[config.mk]
export PLATFORM = sky130hd
export DESIGN_NAME = rle_dec
export DESIGN_NICKNAME = d
export VERILOG_FILES = /design/src/rtl/rle_pkg.sv /design/src/rtl/rle_bit_packer.sv /design/src/rtl/rle_dec.sv
export SDC_FILE = /design/constraint.sdc
export NUM_CORES = 1
export LEC_CHECK = 0
export ABC_AREA = 1
export CORE_UTILIZATION = 55
export DETAILED_ROUTE_END_ITERATION = 8
export PLACE_DENSITY_LB_ADDON = 0.15
export RECOVER_POWER = 25
export SYNTH_ARGS = -nofsm -noshare
export SYNTH_HDL_FRONTEND = slang
export SYNTH_SLANG_ARGS = --single-unit
[constraint.sdc]
create_clock -name clk -period 2 [get_ports clk]
set_input_delay 0.2 -clock clk [delete_from_list [all_inputs] [get_ports clk]]
set_output_delay 0.2 -clock clk [all_outputs]
set_load 0.1 [all_outputs]
[src/rtl/rle_pkg.sv]
// Shared definitions for the RLE encoder/decoder pair: field widths,
// run-word layout and the decoder state encoding.
package rle_pkg;

   localparam int COUNT_W_DEF = 23;
   localparam int BYTE_W_DEF  = 8;
   localparam int VAL_BIT_DEF = COUNT_W_DEF;

   typedef enum logic [3:0] {
      ST_IDLE,
      ST_REQ_IN,
      ST_WAIT_IN,
      ST_LOAD,
      ST_EMIT,
      ST_REQ_OUT,
      ST_WAIT_OUT,
      ST_FLUSH,
      ST_DONE
   } dec_state_e;

endpackage

[src/rtl/rle_bit_packer.sv]
// LSB-first bit packer: each shift inserts at the MSB, so after BYTE_W shifts
// the first bit sits in bit 0. The fill counter tracks bits in the current byte.
module rle_bit_packer
   import rle_pkg::*;
#(
   parameter int BYTE_W = BYTE_W_DEF
) (
   input  logic              clk,
   input  logic              rst,
   input  logic              shift_en,
   input  logic              bit_in,
   input  logic              clear,
   output logic [BYTE_W-1:0] byte_out,
   output logic              full,
   output logic              empty
);

   localparam int FILL_W = $clog2(BYTE_W + 1);

   logic [BYTE_W-1:0] shift_buf_q, shift_buf_d;
   logic [FILL_W-1:0] fill_q, fill_d;

   always_comb begin
      shift_buf_d = shift_buf_q;
      fill_d      = (clear ? '0 : fill_q) + FILL_W'(shift_en);
      if (shift_en) begin
         shift_buf_d = {bit_in, shift_buf_q[BYTE_W-1:1]};
      end
   end

   always_ff @(posedge clk or negedge rst) begin
      if (!rst) begin
         shift_buf_q <= '0;
         fill_q      <= '0;
      end else begin
         shift_buf_q <= shift_buf_d;
         fill_q      <= fill_d;
      end
   end

   // full flags the shift that completes the byte, so the FSM can leave on that same edge
   assign full     = shift_en && (fill_q == FILL_W'(BYTE_W - 1));
   assign empty    = (fill_q == '0);
   assign byte_out = shift_buf_q;

endmodule

[src/rtl/rle_dec.sv]
// Run-length decoder: fetches {value, length} words, re-expands each run into
// bits and packs them LSB-first into bytes, flushing a zero-padded tail byte.
module rle_dec
   import rle_pkg::*;
#(
   parameter int COUNT_W = COUNT_W_DEF,
   parameter int BYTE_W  = BYTE_W_DEF
) (
   input  logic               clk,
   input  logic               rst,
   input  logic               recv_ready,
   input  logic               send_ready,
   input  logic [COUNT_W:0]   in_data,
   input  logic               end_of_stream,
   output logic               rd_req,
   output logic               wr_req,
   output logic [BYTE_W-1:0]  out_data,
   output logic               done
);

   localparam int VAL_BIT = COUNT_W;

   dec_state_e         state_q, state_d;
   logic [COUNT_W-1:0] run_cnt_q, run_cnt_d;
   logic               value_bit_q, value_bit_d;
   logic               flushing_q, flushing_d;
   logic               rd_req_q, rd_req_d;
   logic               wr_req_q, wr_req_d;
   logic               done_q, done_d;

   logic shift_en, bit_in, clear, full, empty;

   rle_bit_packer #(.BYTE_W(BYTE_W)) u_packer (
      .clk      (clk),
      .rst      (rst),
      .shift_en (shift_en),
      .bit_in   (bit_in),
      .clear    (clear),
      .byte_out (out_data),
      .full     (full),
      .empty    (empty)
   );

   always_comb begin
      state_d     = state_q;
      run_cnt_d   = run_cnt_q;
      value_bit_d = value_bit_q;
      flushing_d  = flushing_q;
      rd_req_d    = 1'b0;
      wr_req_d    = 1'b0;
      shift_en    = 1'b0;
      bit_in      = 1'b0;
      clear       = 1'b0;

      case (state_q)
         ST_IDLE: state_d = ST_REQ_IN;

         // A pending word always wins over end_of_stream
         ST_REQ_IN: begin
            if (recv_ready) begin
               rd_req_d = 1'b1;
               state_d  = ST_WAIT_IN;
            end else if (end_of_stream) begin
               if (!empty) begin
                  flushing_d = 1'b1;
                  state_d    = ST_FLUSH;
               end else begin
                  state_d = ST_DONE;
               end
            end
         end

         ST_WAIT_IN: state_d = ST_LOAD;

         ST_LOAD: begin
            value_bit_d = in_data[VAL_BIT];
            run_cnt_d   = in_data[COUNT_W-1:0];
            state_d     = (in_data[COUNT_W-1:0] == '0) ? ST_REQ_IN : ST_EMIT;
         end

         ST_EMIT: begin
            shift_en  = 1'b1;
            bit_in    = value_bit_q;
            run_cnt_d = run_cnt_q - COUNT_W'(1);
            if (full) begin
               state_d = ST_REQ_OUT;
            end else if (run_cnt_q == COUNT_W'(1)) begin
               state_d = ST_REQ_IN;
            end
         end

         ST_REQ_OUT: begin
            if (send_ready) begin
               wr_req_d = 1'b1;
               state_d  = ST_WAIT_OUT;
            end
         end

         // Byte has been handed off; resume the current run if it has bits left
         ST_WAIT_OUT: begin
            clear = 1'b1;
            if (flushing_q) begin
               state_d = ST_DONE;
            end else if (run_cnt_q != '0) begin
               state_d = ST_EMIT;
            end else begin
               state_d = ST_REQ_IN;
            end
         end

         ST_FLUSH: begin
            shift_en = 1'b1;
            if (full) begin
               state_d = ST_REQ_OUT;
            end
         end

         ST_DONE: state_d = ST_DONE;

         default: state_d = ST_IDLE;
      endcase

      done_d = done_q | (state_d == ST_DONE);
   end

   always_ff @(posedge clk or negedge rst) begin
      if (!rst) begin
         state_q     <= ST_IDLE;
         run_cnt_q   <= '0;
         value_bit_q <= 1'b0;
         flushing_q  <= 1'b0;
         rd_req_q    <= 1'b0;
         wr_req_q    <= 1'b0;
         done_q      <= 1'b0;
      end else begin
         state_q     <= state_d;
         run_cnt_q   <= run_cnt_d;
         value_bit_q <= value_bit_d;
         flushing_q  <= flushing_d;
         rd_req_q    <= rd_req_d;
         wr_req_q    <= wr_req_d;
         done_q      <= done_d;
      end
   end

   assign rd_req = rd_req_q;
   assign wr_req = wr_req_q;
   assign done   = done_q;

endmodule
# Word-level counts from Yosys, hierarchy flattened
# Index checks and enable logic that the tools add are counted.
dict set report totals {
  reg_bits 44
  out_inout_bits 11
}
dict set report classes {
  n_addsub 2
  n_eq_ne 11
  muxes 20
  bitwise 3
  reduce_logical 8
}
# op n
set op_table {}
lappend op_table {{$pmux W23 S2} 1}
lappend op_table {{$mux W4} 9}
lappend op_table {{$pmux W4 S9} 1}
lappend op_table {{$eq A23 B1 Y1 const B} 1}
lappend op_table {{$logic_not A23 Y1} 1}
lappend op_table {{$reduce_bool A23 Y1} 1}
lappend op_table {{$sub A23 B1 Y23 const B} 1}
lappend op_table {{$eq A4 B3 Y1 const B} 5}
lappend op_table {{$eq A4 B2 Y1 const B} 2}
lappend op_table {{$eq A4 B4 Y1 const B} 2}
lappend op_table {{$logic_not A4 Y1} 2}
lappend op_table {{$mux W1} 7}
lappend op_table {{$mux W3} 2}
lappend op_table {{$add A4 B1 Y4} 1}
lappend op_table {{$eq A4 B1 Y1 const B} 1}
lappend op_table {{$reduce_and A4 Y1} 1}
lappend op_table {{$not A1 Y1} 2}
lappend op_table {{$reduce_bool A2 Y1} 1}
lappend op_table {{$reduce_or A2 Y1} 1}
lappend op_table {{$logic_and A1 B1 Y1} 1}
lappend op_table {{$or A1 B1 Y1} 1}

# Longest topological paths before layout
dict set report depth {
  ltp_word 8
  ltp_mapped 10
}

# Hierarchy
# A second synthesis with hierarchy kept.
dict set report hier_totals {
  hier_cells 409
  area_unflattened_um2 2816.5
}
# mod instances cells_each area_per_inst_um2
set modules_own_cells {}
lappend modules_own_cells {rle_dec 1 351 2259.7}
lappend modules_own_cells {rle_bit_packer 1 58 556.8}

# Least setup slack after synthesis
# No wires, ideal clock.
dict set report synth_timing {
  path_kind {register -> register}
  start {register state_q[0]}
  end {register u_packer.fill_q[2]}
  setup_ns 0.125
  arrival_time_ns 1.359
  required_ns 1.875
  setup_slack_ns 0.516
  stages_incl_launch_ff 9
  path_buffers 1
  synth_period_minus_slack_ns 1.484
  path_cell_list {dfrtp_1 > buf_6 > nand2_2 > inv_1 > nand2_2 > nand2_4 > ha_1 > ha_1 > xor2_1}
}
dict set report synth_via {
  elab_chain_len 4
  elab_cells_between_ends 8
  cone_classes {add/sub: 1; eq/ne: 3; mux: 3; reduce/logical: 1}
}
# item line
set synth_lines {}
lappend synth_lines {{start: declaration} rle_dec.sv:23} ;# dec_state_e state_q, state_d;
lappend synth_lines {{start signal: assignment} rle_dec.sv:136} ;# state_q <= state_d;
lappend synth_lines {{$eq A4 B3 Y1} rle_dec.sv:55} ;# case (state_q)
lappend synth_lines {{$reduce_or A2 Y1 (no source line) *} --}
lappend synth_lines {{$mux W1 *} rle_dec.sv:55}
lappend synth_lines {{via shift_en} rle_dec.sv:31} ;# logic shift_en, bit_in, clear, full, empty;
lappend synth_lines {{$add A4 B1 Y4 *} rle_bit_packer.sv:25} ;# fill_d = (clear ? '0 : fill_q) + FILL_W'(shift_en);
lappend synth_lines {{via u_packer.fill_d[2]} rle_bit_packer.sv:21} ;# logic [FILL_W-1:0] fill_q, fill_d;
lappend synth_lines {{end signal: assignment} rle_bit_packer.sv:37} ;# fill_q <= fill_d;
lappend synth_lines {{end: declaration} rle_bit_packer.sv:21}
# The timed path passes the listed nets; every way through them passes the cells marked *.
# A chain may end at the register's enable or synchronous reset.

# Worst setup path after layout
dict set report layout_timing {
  start {register state_q[0]}
  end {register u_packer.fill_q[3]}
}
# The elaborated chain is that of the path after synthesis.

==> results.toml <==
[status]
status = "completed"

[worst_hold_path]
hold_path_end = "wr_req"
hold_start = "send_ready"
min_path_cells = 3
worstHoldPathType = "input port to flop"

[placed_design]
portBuffers = 39
dpl.cell_count = 496
dpl.hpwl_mm = 5.32
place_congestion = 0.902
place_ws_ps = 280
dpl_cell_area_mm2 = 0.00324

[clock_network]
cts_buffers = 5
htreeDepth = 2
tritoncts = "done"
clkSinkCount = 44
cts.path.max_buffers = 2
post_cts_buffers = 0
cts_root_buf = "clkbuf_8"
clk_latency_ps = 310
clk_pin_slew_worst_paths_ps = 90

[floorplanning]
die_x_um = 73.6
core_area_mm2 = 0.00482
dieArea_mm2 = 0.00541
num_rows = 25
initial_core_util_pct = 58.5
ios = 40
fp.dieH_um = 73.6

[worst_setup_path]
path_cells = "nand2_2 -> inv_1 -> nand2_2 -> nand2_4 -> ha_1 -> nand3_1 -> o21ai_0 -> a21oi_1"
crit_required_ps = 2190
crit_top_cell = "nand2_2"
critPathMaxFanout = 10
rr_endpoint = "u_packer.fill_q[3]"
critPathMaxStageDelay_ps = 610
critical_path_arrival_ps = 1930
reg2reg_depth = 8
critical-path-slowest-cell = "dfrtp_1"
setup.worst_path.end_class = "flop"
startpoint_type = "flop"
critical_path_class = "flop to flop"
r2r_setup_slack_ps = 260
reg2reg_from = "state_q[0]"

[routing]
wl_mm = 6.75
viasPerCell = 5.25
wl_per_cell_um = 13.4
dr.pass1.iters = 4
drt_iter0_drc = 166
final_antenna_net_count = 0
drcViolationCount = 0
num_vias = 2652

[cells_and_area]
n_antenna_cell = 0
area_growth_pct = 18.6
fin_util_pct = 69.4
drive_gt1_share_pct = 12.8
fin_area_mm2 = 0.00334
fin_cells = 505
nNetsFinal = 470

[power]
seqPwrFrac_pct = 33.5
power_mw = 5.04
swShare_pct = 52.3
power_frac_clock_pct = 11.5
peakVddDrop_v = 0.000963
combPwrFrac_pct = 54.9
leakage_nw = 1.63
power_density_mw_per_mm2 = 1510
intPower_mw = 2.41
power.switching_mw = 2.64

[job]
max-cap-violations = 0

[timing]
setup_slack_ps = 265
min_period_ps = 1740
relSlewSlack_pct = 37.9
clock.fmax_mhz = 576
fin_worst_skew_ps = 2.79
tightest_slew_ps = 931
setup_violations = 0
report.final.slew_viol_count = 0
rsz0062_at_grt = "false"
holdWs_ps = 459
hold_viol_final = 0
tns_ps = 0
finalCritPeriodShare_pct = 86.8

[yosys]
synth-warning-count = 0
synth_edf_count = 0
synth_seq_area_share_pct = 39.1
synthArstFlopShare_pct = 100
synth_cell_types = 30
synth_ff_type = "dfrtp_1"
netlist_area_mm2 = 0.00282
syn_avg_cell_area_um2 = 7.21
ys_ff_latch = 44
netlist_instances = 391
synth_nets = 424

[global_route]
gr-total-overflow = 0
antenna_found_initial = 0
grt_pass1_vias = 2644
grt_max_degree = 21
grt_pass1_wl_mm = 11.5
grt_usage_pct = 28.0
## timing repair
action / CTS / global route
hold endpoints to repair: 14 / 0
resized for setup: 0 / 0
endpoints found under the setup margin: 0 / 0
hold buffers: 1 / 0
## synthesized netlist by cell type, types with 5 or more instances
| cell | count | area, µm² |
|---|---|---|
| dfrtp_1 | 44 | 1100 |
| inv_2 | 5 | 18.8 |
| nor2_4 | 7 | 78.8 |
| nand4_1 | 11 | 68.8 |
| nand3_1 | 45 | 225 |
| a21oi_1 | 7 | 35.0 |
| nor2_1 | 61 | 229 |
| inv_1 | 50 | 188 |
| o211ai_1 | 5 | 37.5 |
| mux2_2 | 7 | 78.8 |
| o21ai_0 | 14 | 70.1 |
| nand2_1 | 96 | 360 |
## power by group through the flow
| stage | Combinational (mW) | Sequential [mW] | Clock, mW |
|---|---|---|---|
| detailed placement | 2.76 | 1.70 | 0 |
| CTS | 2.77 | 1.69 | 0.583 |
| global route | 3.08 | 1.74 | 0.626 |
| global placement | 2.70 | 1.69 | 0 |
| floorplan | 1.72 | 2.11 | 0 |
| finish | 2.77 | 1.69 | 0.581 |
## critical path: cells and delay by family (launching register included)
family | cells | cell delay [ps]
flops | 1 | 610
simple gates | 4 | 490
compound gates | 2 | 260
fa+ha+maj | 1 | 190
buf+inv | 1 | 90
## state kept, by name (all words and copies together), names as in the netlist
| signal | cells |
|---|---|
| run_cnt_q | 23 |
| u_packer.byte_out | 8 |
| state_q | 4 |
| u_packer.fill_q | 4 |
| done | 1 |
| flushing_q | 1 |
| rd_req | 1 |
| value_bit_q | 1 |
| wr_req | 1 |
## logic make-up (layout without fill, tap and decap cells)
kind of cell / count (synthesis) / in the layout / share of synthesized area, %
flip-flops: 44 / 44 / 39.1
AND/OR/NAND/NOR: 238 / 238 / 39.0
AO/OA/AOI/OAI: 34 / 34 / 7.19
buffers and inverters: 62 / 109 / 9.50
adder cells (fa/ha/maj): 4 / 4 / 1.78
multiplexers: 7 / 7 / 2.80
XOR/XNOR: 2 / 2 / 0.622
## layout by cell type, fill, tap and decap left out, types with 2 or more instances in the layout
master            n
a21oi_1           7
buf_4            16
clkbuf_1          2
clkbuf_8          5
clkdlybuf4s50_1  27
clkinvlp_4        2
dfrtp_1          44
ha_1              4
inv_1            50
inv_2             5
mux2_2            7
nand2_1          96
nand2_2           4
nand2_4           3
nand3_1          45
nand4_1          11
nor2_1           61
nor2_2            3
nor2_4            7
nor3_1            4
o211ai_1          5
o21ai_0          14
o21ai_1           3
o22ai_1           2
xor2_1            2
## routing by layer
metal	global-route usage [%]	vias to the layer above	wire (µm)
met3	4.80	18	296
met2	48.3	76	3350
met4	12.2	0	200
met1	34.4	1212	2910
li1	-	1346	-
met5	0	-	0
## final cells by class
| type | count | area [µm²] |
|---|---|---|
| sequential | 44 | 1100 |
| timing repair buffer | 46 | 408 |
| clock inverter | 3 | 23.8 |
| tap | 67 | 83.8 |
| clock buffer | 5 | 68.8 |
| fill | 427 | 1480 |
| inverter | 55 | 206 |
| multi-input combinational | 285 | 1450 |
## how the worst max path moves through the flow
stage                           from  cells past startpoint            endpoint
after global placement    state_q[0]                      7        run_cnt_q[4]
after global routing      state_q[0]                      8  u_packer.fill_q[3]
after CTS                 state_q[0]                      8  u_packer.fill_q[3]
final                     state_q[0]                      8  u_packer.fill_q[3]
after detailed placement  state_q[0]                      8  u_packer.fill_q[3]
after floorplan           state_q[0]                      8  u_packer.fill_q[2]
No activity file was read; power rests on OpenSTA's default activity.
==> RTL edit (same settings) <==
Set the package constant `BYTE_W_DEF` to 32 (it was 8).
--- a/src/rtl/rle_pkg.sv
+++ b/src/rtl/rle_pkg.sv
@@ -4,5 +4,5 @@
 
    localparam int COUNT_W_DEF = 23;
-   localparam int BYTE_W_DEF  = 8;
+   localparam int BYTE_W_DEF  = 32;
    localparam int VAL_BIT_DEF = COUNT_W_DEF;
 
Interface: changed (resized out_data); port bits go from 40 to 64. The function was not compared with the original's and may differ.
==> RTL edit against the unedited design <==
- power up 16%
- global-route usage down 2.0 points
- final cell count is 24% higher
- cell area is 40% higher
- area after synthesis increased by 37%
- first-iteration DRC count rose by 31%
- non-clock buffer count rose by 24
- sequential cell count is 26 higher
- routed wire length up 31%
- synthesized cell count up 15%
- worst setup slack worse by 26 ps
- critical endpoint is now u_packer.fill_q[4]
- largest cell class unchanged
- largest power group unchanged
- highest routed layer unchanged
==> RTL edit: results (changes against the unedited design) <==
metric	value	unit	change
routedWlPerCell	14.1	um	+5.6%
outcome	finished, final reports clean		
drt_iter0_drc	218		+31%
cts_hold_buf	1		unchanged
io_buffers	63		+62%
grt_max_degree	71		+240%
ys_seq_area_share	45.4	%	+6.3 points
hpwlAfterDp	6.46	mm	+21%
placed_area	4490	sq um	+39%
hold_end	value_bit_q		
r2r-start	state_q[3]		
worstPathArrival	2030	ps	+100 ps
grtUsageMet3	3.37	%	-1.4 points
worstHoldStart	in_data[23]		
peakVddDrop	0.718	mV	-25%
synth_area_leaders	dfrtp_1, nand2_1, mux2_4		
pre_cts_slack	267	ps	-13.6 ps
finalCritPeriodShare	88.1	%	+1.3 points
timing.rr.end	u_packer.fill_q[4]		
reg2reg_depth	10		+2
numCtsBuffers	9		+4
rrSetupSlack	240	ps	-30 ps
place.gp.congestion	0.882		-2.2%
grt_pass1_wl	15.0	mm	+30%
grt_pass1_vias	3210		+21%
grt_usage	26.0	%	-2.0 points
yosys-top-cells-count	nand2_1, dfrtp_1, nor2_1, inv_1, nand3_1		
yosysTopAreaCellShare	45.4	%	+6.3 points
leakage	2.29	nW	+41%
met2_usage	43.8	%	-4.5 points
slew_headroom	35.6	%	-2.3 points
synth_fp_nets	485		+14%
largest_reg_flops	32		+39%
htreeDepth	3		+1
drive_gt1_share	20.1	%	+7.3 points
grt_util_met1	34.6	%	+0.18 points
insertion_delay	350	ps	+40 ps
cp_max_fo	16		+6
fillers	540		+26%
register_area	1750	sq um	+59%
==> RTL edit: cell types whose count changed after synthesis, sizes merged, moves of 5 or more <==
cell	delta
nand2	+5
nand3	-6
dfrtp	+26
mux2	+23
nand4	-6
nor2	+6
==> RTL edit: final cells by class <==
cell class                 count  share of cell area [%]
multi-input combinational    319                    38.7
sequential                    70                    37.4
clock buffer                   9                    2.65
inverter                      53                    4.36
tap                           96                    2.57
clock inverter                 7                    1.36
timing repair buffer          70                    12.9
==> RTL edit: worst max path at each step <==
stage / startpoint / end / cells past startpoint
floorplan: state_q[3] / u_packer.fill_q[4] / 11
global placement: state_q[3] / u_packer.fill_q[4] / 10
detailed placement: state_q[3] / run_cnt_q[13] / 9
CTS: state_q[3] / u_packer.fill_q[4] / 10
global route: state_q[3] / u_packer.fill_q[4] / 10
finish: state_q[3] / u_packer.fill_q[4] / 10
==> RTL edit: kinds of logic after synthesis <==
family / count (synthesis) / share of synthesized area (%)
buffers and inverters: 62 / 7.75
AOI/OAI and AO/OA: 43 / 6.64
xor gates and xnor gates: 4 / 0.908
and+or+nand+nor: 237 / 26.5
DFF: 70 / 45.4
adders and majority gates: 5 / 1.62
muxes: 30 / 11.2
==> RTL edit: routing by layer <==
layer	vias to the layer above	wire length, um
met5	-	0
met4	0	120
met3	13	381
met2	88	4290
met1	1550	4020
li1	1613	-
==> RTL edit: through the flow <==
step	total power (W)	std cells	hold slack, ps
finish	0.00585	624	425
global route	0.00626	624	435
detailed placement	0.00477	607	254
floorplan	0.00418	451	-95.6
global placement	0.00468	607	257
CTS	0.00587	624	412
==> RTL edit: worst max-delay path, cell delays in order, from the launching register on <==
cell and delay [ps]:
dfrtp_1 400, inv_1 100, nand2_1 90, nor2_4 160
inv_6 100, nand2_8 70, ha_1 180, ha_1 150
inv_1 60, nor3_1 210, xor2_1 160
==> RTL edit: power by group <==
group / total (W) / leakage (nW) / switching (W) / internal (W)
Clock: 0.00108 / 0.0903 / 0.000604 / 0.000477
Combinational: 0.00261 / 1.30 / 0.00175 / 0.000856
Sequential: 0.00217 / 0.900 / 0.000362 / 0.00180
Total: 0.00585 / 2.29 / 0.00272 / 0.00314
